===== src/rtl/muldiv_pkg.sv =====
// rtl/muldiv_pkg.sv - shared encodings and helpers for the multiply/divide sequencer
package muldiv_pkg;

  localparam int MULDIV_WIDTH = 32;
  localparam int MULDIV_ITERS = 32;

  localparam logic [2:0] ST_IDLE = 3'd0;
  localparam logic [2:0] ST_PREP = 3'd1;
  localparam logic [2:0] ST_ITER = 3'd2;
  localparam logic [2:0] ST_FIX  = 3'd3;
  localparam logic [2:0] ST_DONE = 3'd4;

  localparam logic OP_MULT = 1'b0;
  localparam logic OP_DIV  = 1'b1;

  // Two's-complement negate; the most negative value maps onto itself.
  function automatic logic [MULDIV_WIDTH-1:0] twos_neg(input logic [MULDIV_WIDTH-1:0] x);
    return ~x + MULDIV_WIDTH'(1);
  endfunction

endpackage


===== src/rtl/muldiv_sequencer.sv =====
// rtl/muldiv_sequencer.sv - 32-step signed shift-add multiply / restoring divide writing HI/LO
module muldiv_sequencer
  import muldiv_pkg::*;
#(
  parameter int WIDTH = MULDIV_WIDTH
) (
  input  logic             clock,
  input  logic             reset,
  input  logic             mult_start,
  input  logic             div_start,
  input  logic [WIDTH-1:0] a,
  input  logic [WIDTH-1:0] b,
  output logic             busy,
  output logic             done,
  output logic             div_zero,
  output logic [WIDTH-1:0] hi,
  output logic [WIDTH-1:0] lo
);

  // opa_q holds the raw rs operand; opb_q holds raw rt until PREP, then |rt|
  // (multiplicand or divisor). acc_q is the upper accumulator / remainder,
  // work_q the multiplier (becoming the product low word) or the quotient.
  logic [2:0]       state_q, state_d;
  logic [5:0]       cnt_q, cnt_d;
  logic             op_q, op_d;
  logic [WIDTH-1:0] opa_q, opa_d;
  logic [WIDTH-1:0] opb_q, opb_d;
  logic             sign_a_q, sign_a_d;
  logic             sign_b_q, sign_b_d;
  logic [WIDTH-1:0] acc_q, acc_d;
  logic [WIDTH-1:0] work_q, work_d;
  logic             busy_q, busy_d;
  logic             done_q, done_d;
  logic             div_zero_q, div_zero_d;
  logic [WIDTH-1:0] hi_q, hi_d;
  logic [WIDTH-1:0] lo_q, lo_d;

  logic [WIDTH:0]   sum;
  logic [WIDTH:0]   rem_sh;
  logic [WIDTH:0]   diff;

  // Next-state logic for the FSM, datapath and registered outputs.
  always_comb begin
    state_d    = state_q;
    cnt_d      = cnt_q;
    op_d       = op_q;
    opa_d      = opa_q;
    opb_d      = opb_q;
    sign_a_d   = sign_a_q;
    sign_b_d   = sign_b_q;
    acc_d      = acc_q;
    work_d     = work_q;
    busy_d     = busy_q;
    done_d     = 1'b0;
    div_zero_d = 1'b0;
    hi_d       = hi_q;
    lo_d       = lo_q;
    sum        = {1'b0, acc_q} + (work_q[0] ? {1'b0, opb_q} : '0);
    rem_sh     = {acc_q, work_q[WIDTH-1]};
    diff       = rem_sh - {1'b0, opb_q};

    case (state_q)
      ST_IDLE: begin
        if (mult_start || div_start) begin
          op_d    = mult_start ? OP_MULT : OP_DIV;
          opa_d   = a;
          opb_d   = b;
          busy_d  = 1'b1;
          state_d = ST_PREP;
        end
      end
      ST_PREP: begin
        sign_a_d = opa_q[WIDTH-1];
        sign_b_d = opb_q[WIDTH-1];
        work_d   = opa_q[WIDTH-1] ? twos_neg(opa_q) : opa_q;
        opb_d    = opb_q[WIDTH-1] ? twos_neg(opb_q) : opb_q;
        acc_d    = '0;
        cnt_d    = '0;
        if (op_q == OP_DIV && opb_q == '0) begin
          // HI/LO are left untouched; only the flag reports the fault.
          busy_d     = 1'b0;
          done_d     = 1'b1;
          div_zero_d = 1'b1;
          state_d    = ST_DONE;
        end else begin
          state_d = ST_ITER;
        end
      end
      ST_ITER: begin
        if (op_q == OP_MULT) begin
          // The add carry becomes the new top bit after the right shift.
          acc_d  = sum[WIDTH:1];
          work_d = {sum[0], work_q[WIDTH-1:1]};
        end else if (!diff[WIDTH]) begin
          acc_d  = diff[WIDTH-1:0];
          work_d = {work_q[WIDTH-2:0], 1'b1};
        end else begin
          acc_d  = rem_sh[WIDTH-1:0];
          work_d = {work_q[WIDTH-2:0], 1'b0};
        end
        cnt_d = cnt_q + 6'd1;
        if (cnt_q == 6'(MULDIV_ITERS - 1)) begin
          state_d = ST_FIX;
        end
      end
      ST_FIX: begin
        if (op_q == OP_MULT) begin
          if (sign_a_q != sign_b_q) begin
            // 64-bit negate split in halves: carry into HI only when LO is zero.
            lo_d = twos_neg(work_q);
            hi_d = ~acc_q + WIDTH'(work_q == '0);
          end else begin
            lo_d = work_q;
            hi_d = acc_q;
          end
        end else begin
          lo_d = (sign_a_q != sign_b_q) ? twos_neg(work_q) : work_q;
          hi_d = sign_a_q ? twos_neg(acc_q) : acc_q;
        end
        busy_d  = 1'b0;
        done_d  = 1'b1;
        state_d = ST_DONE;
      end
      ST_DONE: begin
        state_d = ST_IDLE;
      end
      default: begin
        state_d = ST_IDLE;
        busy_d  = 1'b0;
      end
    endcase
  end

  // State and output registers; reset overrides any in-flight operation.
  always_ff @(posedge clock) begin
    if (reset) begin
      state_q    <= ST_IDLE;
      cnt_q      <= '0;
      op_q       <= OP_MULT;
      opa_q      <= '0;
      opb_q      <= '0;
      sign_a_q   <= 1'b0;
      sign_b_q   <= 1'b0;
      acc_q      <= '0;
      work_q     <= '0;
      busy_q     <= 1'b0;
      done_q     <= 1'b0;
      div_zero_q <= 1'b0;
      hi_q       <= '0;
      lo_q       <= '0;
    end else begin
      state_q    <= state_d;
      cnt_q      <= cnt_d;
      op_q       <= op_d;
      opa_q      <= opa_d;
      opb_q      <= opb_d;
      sign_a_q   <= sign_a_d;
      sign_b_q   <= sign_b_d;
      acc_q      <= acc_d;
      work_q     <= work_d;
      busy_q     <= busy_d;
      done_q     <= done_d;
      div_zero_q <= div_zero_d;
      hi_q       <= hi_d;
      lo_q       <= lo_d;
    end
  end

  assign busy     = busy_q;
  assign done     = done_q;
  assign div_zero = div_zero_q;
  assign hi       = hi_q;
  assign lo       = lo_q;

endmodule

===== config.mk =====
export PLATFORM = sky130hd
export DESIGN_NAME = muldiv_sequencer
export DESIGN_NICKNAME = d
export VERILOG_FILES = /design/src/rtl/muldiv_pkg.sv /design/src/rtl/muldiv_sequencer.sv
export SDC_FILE = /design/constraint.sdc
export NUM_CORES = 1
export LEC_CHECK = 0
export BUFFER_PORTS_ARGS = -buffer_cell sky130_fd_sc_hd__buf_2
export CORE_UTILIZATION = 65
export CTS_CLUSTER_SIZE = 25
export DETAILED_ROUTE_END_ITERATION = 16
export PLACE_DENSITY = 0.91
export SYNTH_ARGS = -nofsm -noshare
export SYNTH_HDL_FRONTEND = slang
export SYNTH_SLANG_ARGS = --single-unit

===== constraint.sdc =====
create_clock -name clock -period 5.66 [get_ports clock]
set_clock_uncertainty 0.05 [all_clocks]
set_input_delay 1.132 -clock clock [delete_from_list [all_inputs] [get_ports clock]]
set_output_delay 1.132 -clock clock [all_outputs]
set_load 0.05 [all_outputs]

# ---- Yosys cells after proc, flatten, opt, wreduce, memory -nomap -nowiden
# Cells that the tools add are included.
dict set report word_totals {
  reg_bits 207
  output_inout_bits 67
  word_cells 79
}
dict set report op_classes {
  add_sub_neg 8
  eq_ne 10
  mux 26
  n_bitwise 6
  n_reduce_logical 14
}
# operator n
set ops {}
lappend ops {{32-bit two-way mux} 11}
lappend ops {{32-bit one-hot mux with 2 select lines} 3}
lappend ops {{32-bit by 1-bit adder with 32-bit output, second input constant} 4}
lappend ops {{32-bit inverter} 4}
lappend ops {{32-bit logical NOT} 2}
lappend ops {{32-bit by 32-bit adder with 33-bit output} 1}
lappend ops {{33-bit by 32-bit subtractor with 33-bit output} 1}
lappend ops {{32-bit by 1-bit adder with 32-bit output} 1}
lappend ops {{3-bit one-hot mux with 4 select lines} 1}
lappend ops {{6-bit one-hot mux with 2 select lines} 1}
lappend ops {{3-bit two-way mux} 3}
lappend ops {{2-bit != test, second input constant} 4}
lappend ops {{6-bit by 1-bit adder with 6-bit output, second input constant} 1}
lappend ops {{3-bit by 2-bit == test with 1-bit output, second input constant} 2}
lappend ops {{6-bit by 5-bit == test with 1-bit output, second input constant} 1}
lappend ops {{2-bit AND reduction} 3}
lappend ops {{3-bit AND reduction} 2}
lappend ops {{1-bit two-way mux} 5}
lappend ops {{2-bit nonzero test} 2}
lappend ops {{2-bit OR reduction} 2}
lappend ops {{3-bit by 1-bit == test with 1-bit output, second input constant} 1}
lappend ops {{3-bit == test, second input constant} 1}
lappend ops {{3-bit logical NOT} 1}
lappend ops {{1-bit one-hot mux with 3 select lines} 1}
lappend ops {{5 further kinds} 6}

# ---- Longest topological paths before layout
# Gate-level depths: netlist of the first run.
dict set report depth {
  depth_word 4
  mapped_depth 19
  depth_no_buf 16
}

# ---- Worst setup path after synthesis of the first run
# Ideal clock, no wire load.
dict set report synth_timing {
  path_kind {flip-flop to flip-flop}
  from {register work_q[0]}
  to {register hi_q[30] (netlist: hi[30])}
  setup_ns 0.132
  t_arrival_ns 3.682
  required_time_ns 5.478
  slack_ns 1.796
  stages_incl_launch_ff 19
  n_path_buf 2
  path_cell_list {dfxtp_1 -> clkbuf_1 -> inv_1 -> clkbuf_1 -> ha_1 -> or3b_1 -> nor4_2 -> nand3_1 -> nor3_1 -> ha_1 -> ha_1 -> nand2_1 -> a22o_1 -> a22o_1 -> a21oi_1 -> o21ai_1 -> xor2_1 -> nand2_1 -> a21oi_1}
}
dict set report synth_between {
  elab_chain_cells 4
}
# element line_no
set synth_rtl {}
lappend synth_rtl {{start, declared} muldiv_sequencer.sv:31} ;# logic [WIDTH-1:0] work_q, work_d;
lappend synth_rtl {{start signal, assigned} muldiv_sequencer.sv:160} ;# work_q <= work_d;
lappend synth_rtl {{32-bit logical NOT} muldiv_sequencer.sv:111} ;# hi_d = ~acc_q + WIDTH'(work_q == '0);
lappend synth_rtl {{32-bit by 1-bit adder with 32-bit output} muldiv_sequencer.sv:111}
lappend synth_rtl {{32-bit two-way mux} muldiv_sequencer.sv:108} ;# if (sign_a_q != sign_b_q) begin
lappend synth_rtl {{32-bit two-way mux} muldiv_sequencer.sv:107} ;# if (op_q == OP_MULT) begin
lappend synth_rtl {{end signal, assigned} muldiv_sequencer.sv:164} ;# hi_q <= hi_d;
lappend synth_rtl {{end, declared} muldiv_sequencer.sv:35} ;# logic [WIDTH-1:0] hi_q, hi_d;
# No other way between the ends.
# A chain may end at the register's enable or synchronous reset.

# ---- Worst setup path after layout of the first run
dict set report layout_timing {
  from {register work_q[6]}
  to {register hi_q[21] (netlist: hi[21])}
}
# The elaborated chain is that of the path after synthesis.

==> out/results.tsv, run 1 <==
stage	metric	value	unit
sta	part of the cycle the worst path needs	0.753	
floorplanning	starting density of the core	0.665	
finish	Layout area overhead	10.5	%
detailed_routing	drt initial violations	1472	
power_and_ir_drop	P_leak	6.37	nW
sta	Hold WS	0.394	ns
logic_synthesis	Synth area leaders	dfxtp_1 (28%), a21oi_1 (6.8%), nand2_1 (6.2%)	
sta	Final Max Slew Viols	0	
floorplanning	die width	152	µm
logic_synthesis	most used flip-flop cell after synthesis	dfxtp_1	
detailed_routing	post-route ant nets	0	
finish	Reg area	4150	µm²
logic_synthesis	Async S/R FF share, synth	0	
setup_path	maximum fanout along the worst path	9	
detailed_routing	WL/cell	19.0	µm
setup_path	crit path launch	work_q[6]	
logic_synthesis	Avg Cell Area, Syn	7.54	µm²
floorplanning	Core Region	21900	µm²
finish	area of the multi-input gates	9800	µm²
logic_synthesis	Synth area leader	dfxtp_1	
place	Port Buf Inserts	134	
finish	Final #Nets	2134	
cts	CTS Root Cell	clkbuf_16	
global_routing	largest net degree at the start of global routing	104	
logic_synthesis	Synth Warn #	0	
sta	Period minus WS final	4.26	ns
global_routing	number of global-route vias before repair	13400	
cts	Worst-path clk slew	0.06	ns
detailed_routing	Detailed Routing Iterations Pass 1	5	
logic_synthesis	syn_nets	2073	
detailed_routing	routed vias	15200	
setup_path	worst reg-to-reg path cell count	13	
global_routing	global-route wire length before repair	68500	µm
cts	worst skew pair latency	0.54	ns
power_and_ir_drop	Worst VDD drop	0.264	mV
floorplanning	die height	152	µm
cts	CTS tree	built	
logic_synthesis	Mapped Cells	1932	
finish	Design Area, Final	16100	µm²
sta	Worst-Margin Slew	1.04	ns
sta	f_max	235	MHz
setup_path	Worst R2R End	hi[21]	
floorplanning	row count	54	
logic_synthesis	post-synthesis cell type count	72	
setup_path	crit end category	flip-flop	
detailed_routing	final wirelength	43500	µm
floorplanning	IO Count	135	
place	Cell Area, Placed	15300	µm²
min_path	Worst Hold Class	reg2reg	
sta	setup_tns	0	ns
logic_synthesis	post-synthesis register bit count	207	
finish	number of antenna diodes	0	
floorplanning	die area	23000	µm²
job	max-cap violation count	0	
global_routing	initial antenna violation count	0	
cts	CTS buffer count	23	
global_routing	total grt overflow	0	
setup_path	Critical Path End	hi[21]	
finish	share of cells above drive strength 1	0.104	
status	outcome	complete, no violations	
sta	relative slew slack	0.305	
place	gpl congestion	0.971	
setup_path	CP Data Required Time	6.02	ns
detailed_routing	DRC	0	
cts	CTS max path bufs	3	
setup_path	Crit Path Class	reg2reg	
sta	final setup fails	0	
setup_path	R2R setup slack	1.40	ns
global_routing	total track usage	0.370	
logic_synthesis	post-synth top area share	0.284	
setup_path	Setup crit start kind	flip-flop	
logic_synthesis	number of synthesized flops with an enable pin	0	
setup_path	worst endpoint data arrival time	4.62	ns
logic_synthesis	sequential share of the synthesized area	0.284	
logic_synthesis	Mapped Area	14600	µm²
logic_synthesis	count leader, synth	nand2_1	
logic_synthesis	Synth top cells by count	nand2_1 (240), dfxtp_1 (207), a21oi_1 (197)	
sta	Hold Fails Final Rpt	0	
cts	Max H-tree Level	1	
cts	post-CTS setup buffers	0	
setup_path	worst r2r src	work_q[6]	
sta	unrepaired setup endpoints after global routing	no	
detailed_routing	detailed-route vias per instance	6.63	
finish	fillcell total	1738	
cts	clk sinks	207	
power_and_ir_drop	P per Cell Area	295	nW/µm²
place	dpl hpwl	31300	µm
cts	CTS Hold Bufs	0	
cts	PostCTS Resize Cnt	0	
==> stage by stage <==
stage / worst slack, ns / util / power, W / instances
final: 1.40 / 0.735 / 0.00474 / 2286
after global routing: 1.11 / 0.735 / 0.00495 / 2286
after CTS: 1.47 / 0.735 / 0.00470 / 2286
after detailed placement: 1.47 / 0.700 / 0.00317 / 2248
after global placement: 1.64 / 0.700 / 0.00312 / 2248
after floorplan: 1.80 / - / 0.00280 / 1932
==> how the worst min path moves through the flow <==
| stage | start | endpoint | depth (start not counted) |
|---|---|---|---|
| floorplan | cnt_q[5] | cnt_q[5] | 1 |
| global placement | hi[27] | hi[27] | 2 |
| detailed placement | hi[4] | hi[4] | 2 |
| CTS | hi[27] | hi[27] | 2 |
| global route | hi[28] | hi[28] | 2 |
| finish | hi[27] | hi[27] | 2 |
==> worst max-delay path, stage by stage (launching register included) <==
cell	delay [ns]
dfxtp_1	0.39
or4_1	0.59
or3_1	0.42
nor4_2	0.44
nand3_1	0.20
nor3_1	0.25
ha_1	0.26
nand2_1	0.11
a22o_1	0.24
a22oi_1	0.31
o21ai_0	0.31
or3_1	0.41
nand3_1	0.08
a21oi_1	0.08
==> routing by layer <==
metal	wire length, µm	part of all wire	track usage	vias to the layer above
met4	1210	0.028	0.128	0
met1	18800	0.43	0.528	7031
met5	0	0	0	-
li1	-	-	-	7191
met3	4810	0.11	0.0698	106
met2	18700	0.43	0.554	830
==> power by group <==
part           total, W  leakage [nW]  internal [W]  switching [W]
logic           0.00143          4.31      0.000524       0.000904
registers       0.00176          1.69       0.00157       0.000190
clock network   0.00155         0.369      0.000915       0.000634
total           0.00474          6.37       0.00301        0.00173
==> cell families after synthesis <==
| kind of cell | Yosys count | synth area share |
|---|---|---|
| AO/OA/AOI/OAI | 622 | 0.272 |
| AND/OR/NAND/NOR | 660 | 0.212 |
| buffers and inverters | 175 | 0.0453 |
| adder cells (fa/ha/maj) | 73 | 0.0637 |
| multiplexers | 49 | 0.0344 |
| flip-flops | 207 | 0.284 |
| XOR/XNOR | 146 | 0.0878 |
==> placed cells by master (no fill, tap or decap), types with 14 or more instances in the layout <==
cell type and instances:
and3_1 14, xor2_1 68, nand4_1 14, a22oi_1 25, o31ai_1 21, o21ai_1 58, a31oi_1 29, nand2_1 240
nor3_1 44, nor4_1 22, nor2_1 177, ha_1 71, clkbuf_16 23, xnor2_1 78, mux2i_1 40, or3_1 26
dfxtp_1 206, o211ai_1 16, a211oi_1 96, a21oi_1 197, nor2b_1 17, nand2b_1 19, inv_1 57, buf_2 133
a311oi_1 15, o21ai_0 52, nand3_1 30, a21o_1 28, buf_4 21
==> cell type report <==
| cell class | count | area share |
|---|---|---|
| Clock buffer | 29 | 0.0384 |
| Clock inverter | 9 | 0.00910 |
| Inverter | 57 | 0.0133 |
| Multi-Input combinational cell | 1550 | 0.609 |
| Sequential cell | 207 | 0.258 |
| Tap cell | 280 | 0.0218 |
| Timing Repair Buffer | 154 | 0.0512 |
==> state kept, by name, summed over array words and instances (netlist names), 3 cells and up <==
name	flops
acc_q	32
hi	32
lo	32
opa_q	32
opb_q	32
work_q	32
cnt_q	6
state_q	3
Note: power is estimated with default switching activity, not from simulation.
==> run 2, diff against run 1 <==
--- a/config.mk
+++ b/config.mk
@@ -6,10 +6,10 @@
 export NUM_CORES = 1
 export LEC_CHECK = 0
 export BUFFER_PORTS_ARGS = -buffer_cell sky130_fd_sc_hd__buf_2
-export CORE_UTILIZATION = 65
+export CORE_UTILIZATION = 61
 export CTS_CLUSTER_SIZE = 25
 export DETAILED_ROUTE_END_ITERATION = 16
-export PLACE_DENSITY = 0.91
+export PLACE_DENSITY = 0.87
 export SYNTH_ARGS = -nofsm -noshare
 export SYNTH_HDL_FRONTEND = slang
 export SYNTH_SLANG_ARGS = --single-unit
==> constraint.sdc (replaced) <==
create_clock -name clock -period 4.2 [get_ports clock]
set_clock_uncertainty 0.05 [all_clocks]
set_input_delay 0.84 -clock clock [delete_from_list [all_inputs] [get_ports clock]]
set_output_delay 0.84 -clock clock [all_outputs]
set_load 0.05 [all_outputs]
==> run 2 against run 1 <==
Against the previous run:
- die area rose by 6.5%
- worst setup slack got worse by 1.1 ns
- cell area rose by 0.79%
- maximum frequency rose by 8.2%
- critical path depth rose by 2
- clock power rose by 31%
- first-iteration DRC count rose by 21%
- final cell count rose by 2.3%
- critical endpoint is now hi[30]
- largest power group unchanged
==> out/results.tsv, run 2 (same netlist as run 1, synthesis figures left out) <==
stage	metric	value	unit
global_routing	initial antenna violation count	0	
cts	clk sinks	207	
sta	relative slew slack	0.147	
power_and_ir_drop	switching power total	0.00233	W
floorplanning	die area	24500	µm²
finish	share of cells above drive strength 1	0.111	
power_and_ir_drop	P per Cell Area	392	nW/µm²
finish	number of antenna diodes	0	
sta	final setup fails	0	
cts	worst skew pair latency	0.52	ns
detailed_routing	post-route ant nets	0	
sta	setup_tns	0	ns
power_and_ir_drop	Worst VDD drop	0.344	mV
power_and_ir_drop	Reg power frac	0.373	
finish	most frequent cells in the layout	nand2_1 (240), dfxtp_1 (206), a21oi_1 (197)	
cts	CTS tree	built	
setup_path	Setup crit start kind	flip-flop	
min_path	Worst Hold Class	reg2reg	
cts	Worst-path clk slew	0.06	ns
global_routing	global-route wire length before repair	69100	µm
finish	Design Area, Final	16200	µm²
detailed_routing	Detailed Routing Iterations Pass 1	8	
detailed_routing	DRC	0	
power_and_ir_drop	Logic pwr share	0.309	
sta	Hold Fails Final Rpt	0	
power_and_ir_drop	Internal	0.00403	W
cts	CTS buffer count	23	
finish	Layout area overhead	11.3	%
setup_path	crit end category	flip-flop	
detailed_routing	final wirelength	43500	µm
sta	Final Max Slew Viols	0	
sta	part of the cycle the worst path needs	0.938	
global_routing	total track usage	0.348	
cts	PostCTS Resize Cnt	0	
floorplanning	IO Count	135	
global_routing	total grt overflow	0	
floorplanning	Core Region	23500	µm²
sta	Period minus WS final	3.94	ns
detailed_routing	drt initial violations	1782	
floorplanning	starting density of the core	0.621	
cts	CTS Root Cell	clkbuf_16	
setup_path	CP peak stage delay	0.49	ns
power_and_ir_drop	Net Sw Frac	0.367	
cts	post-CTS setup buffers	0	
setup_path	slowest CP cell	or3b_1	
place	Port Buf Inserts	134	
cts	CTS Hold Bufs	0	
detailed_routing	WL/cell	18.6	µm
place	Cell Area, Placed	15500	µm²
floorplanning	row count	56	
setup_path	Worst Path Buf+Inv	0	
setup_path	maximum fanout along the worst path	8	
floorplanning	die height	157	µm
sta	f_max	254	MHz
power_and_ir_drop	Clk pwr share	0.319	
setup_path	Crit Path Class	reg2reg	
setup_path	crit-path cells	or3_1 > or3b_1 > nor4_4 > nand3_1 > nor3_2 > ha_2 > ha_1 > nand2_1 > a22o_1 > a22o_1 > a21oi_1 > o21ai_1 > xor2_1 > nand2_1 > a21oi_1	
setup_path	worst endpoint data arrival time	4.33	ns
sta	unrepaired setup endpoints after global routing	no	
place	dpl hpwl	31800	µm
place	gpl congestion	0.988	
global_routing	largest net degree at the start of global routing	104	
global_routing	number of global-route vias before repair	13300	
setup_path	CP Data Required Time	4.59	ns
status	outcome	complete, no violations	
job	max-cap violation count	0	
detailed_routing	routed vias	15100	
setup_path	CP top delay family	simple AND/OR/NAND/NOR gates	
sta	Worst-Margin Slew	1.28	ns
cts	Max H-tree Level	1	
power_and_ir_drop	P_leak	6.42	nW
finish	Final #Nets	2144	
cts	CTS max path bufs	3	
finish	leading cell type in the layout, fill and taps excluded	nand2_1	
detailed_routing	detailed-route vias per instance	6.47	
sta	Hold WS	0.398	ns
floorplanning	die width	157	µm
## run 2: final timing paths
| path | from | end | slack, ns | depth (start not counted) |
|---|---|---|---|---|
| worst min-delay path | hi[4] | hi[4] | 0.40 | 2 |
| worst max register to register | work_q[2] | hi[30] | 0.26 | 15 |
| worst min register to register | hi[4] | hi[4] | 0.40 | 2 |
| worst max-delay path | work_q[2] | hi[30] | 0.26 | 15 |
## run 2: per-layer routing
| layer | wire [µm] | share of wire | track usage | vias up |
|---|---|---|---|---|
| met2 | 18800 | 0.43 | 0.531 | 808 |
| met4 | 880 | 0.020 | 0.0822 | 0 |
| met1 | 19500 | 0.45 | 0.520 | 7042 |
| met5 | 0 | 0 | 0 | - |
| li1 | - | - | - | 7193 |
| met3 | 4260 | 0.098 | 0.0374 | 75 |
## run 2: layout make-up
type | instances | area [µm²]
Timing Repair Buffer | 164 | 898
Tap cell | 319 | 399
Clock inverter | 11 | 124
Inverter | 57 | 214
Clock buffer | 30 | 622
Sequential cell | 207 | 4150
Fill cell | 1964 | 7250
Multi-Input combinational cell | 1550 | 9820
## run 2: metrics by stage
step | setup WS [ns] | total power [W] | util | instances
after floorplan | 0.336 | 0.00378 | - | 1932
after global routing | 0.00127 | 0.00665 | 0.691 | 2338
final | 0.261 | 0.00636 | 0.691 | 2338
after detailed placement | 0.191 | 0.00429 | 0.658 | 2297
after CTS | 0.167 | 0.00630 | 0.690 | 2338
after global placement | 0.306 | 0.00422 | 0.658 | 2297
## run 2: power groups by stage
stage	clock network (W)	registers, W	logic (W)
final	0.00203	0.00237	0.00196
after global placement	0	0.00238	0.00184
after detailed placement	0	0.00240	0.00189
after floorplan	0	0.00237	0.00140
after CTS	0.00204	0.00236	0.00191
after global routing	0.00212	0.00239	0.00214
## run 2: worst register-to-register path: stages, from the launching register on
cell and delay [ns]:
dfxtp_1 0.39, or3_1 0.46, or3b_1 0.49, nor4_4 0.30, nand3_1 0.15, nor3_2 0.21
ha_2 0.24, ha_1 0.22, nand2_1 0.11, a22o_1 0.22, a22o_1 0.31, a21oi_1 0.21
o21ai_1 0.11, xor2_1 0.14, nand2_1 0.08, a21oi_1 0.19
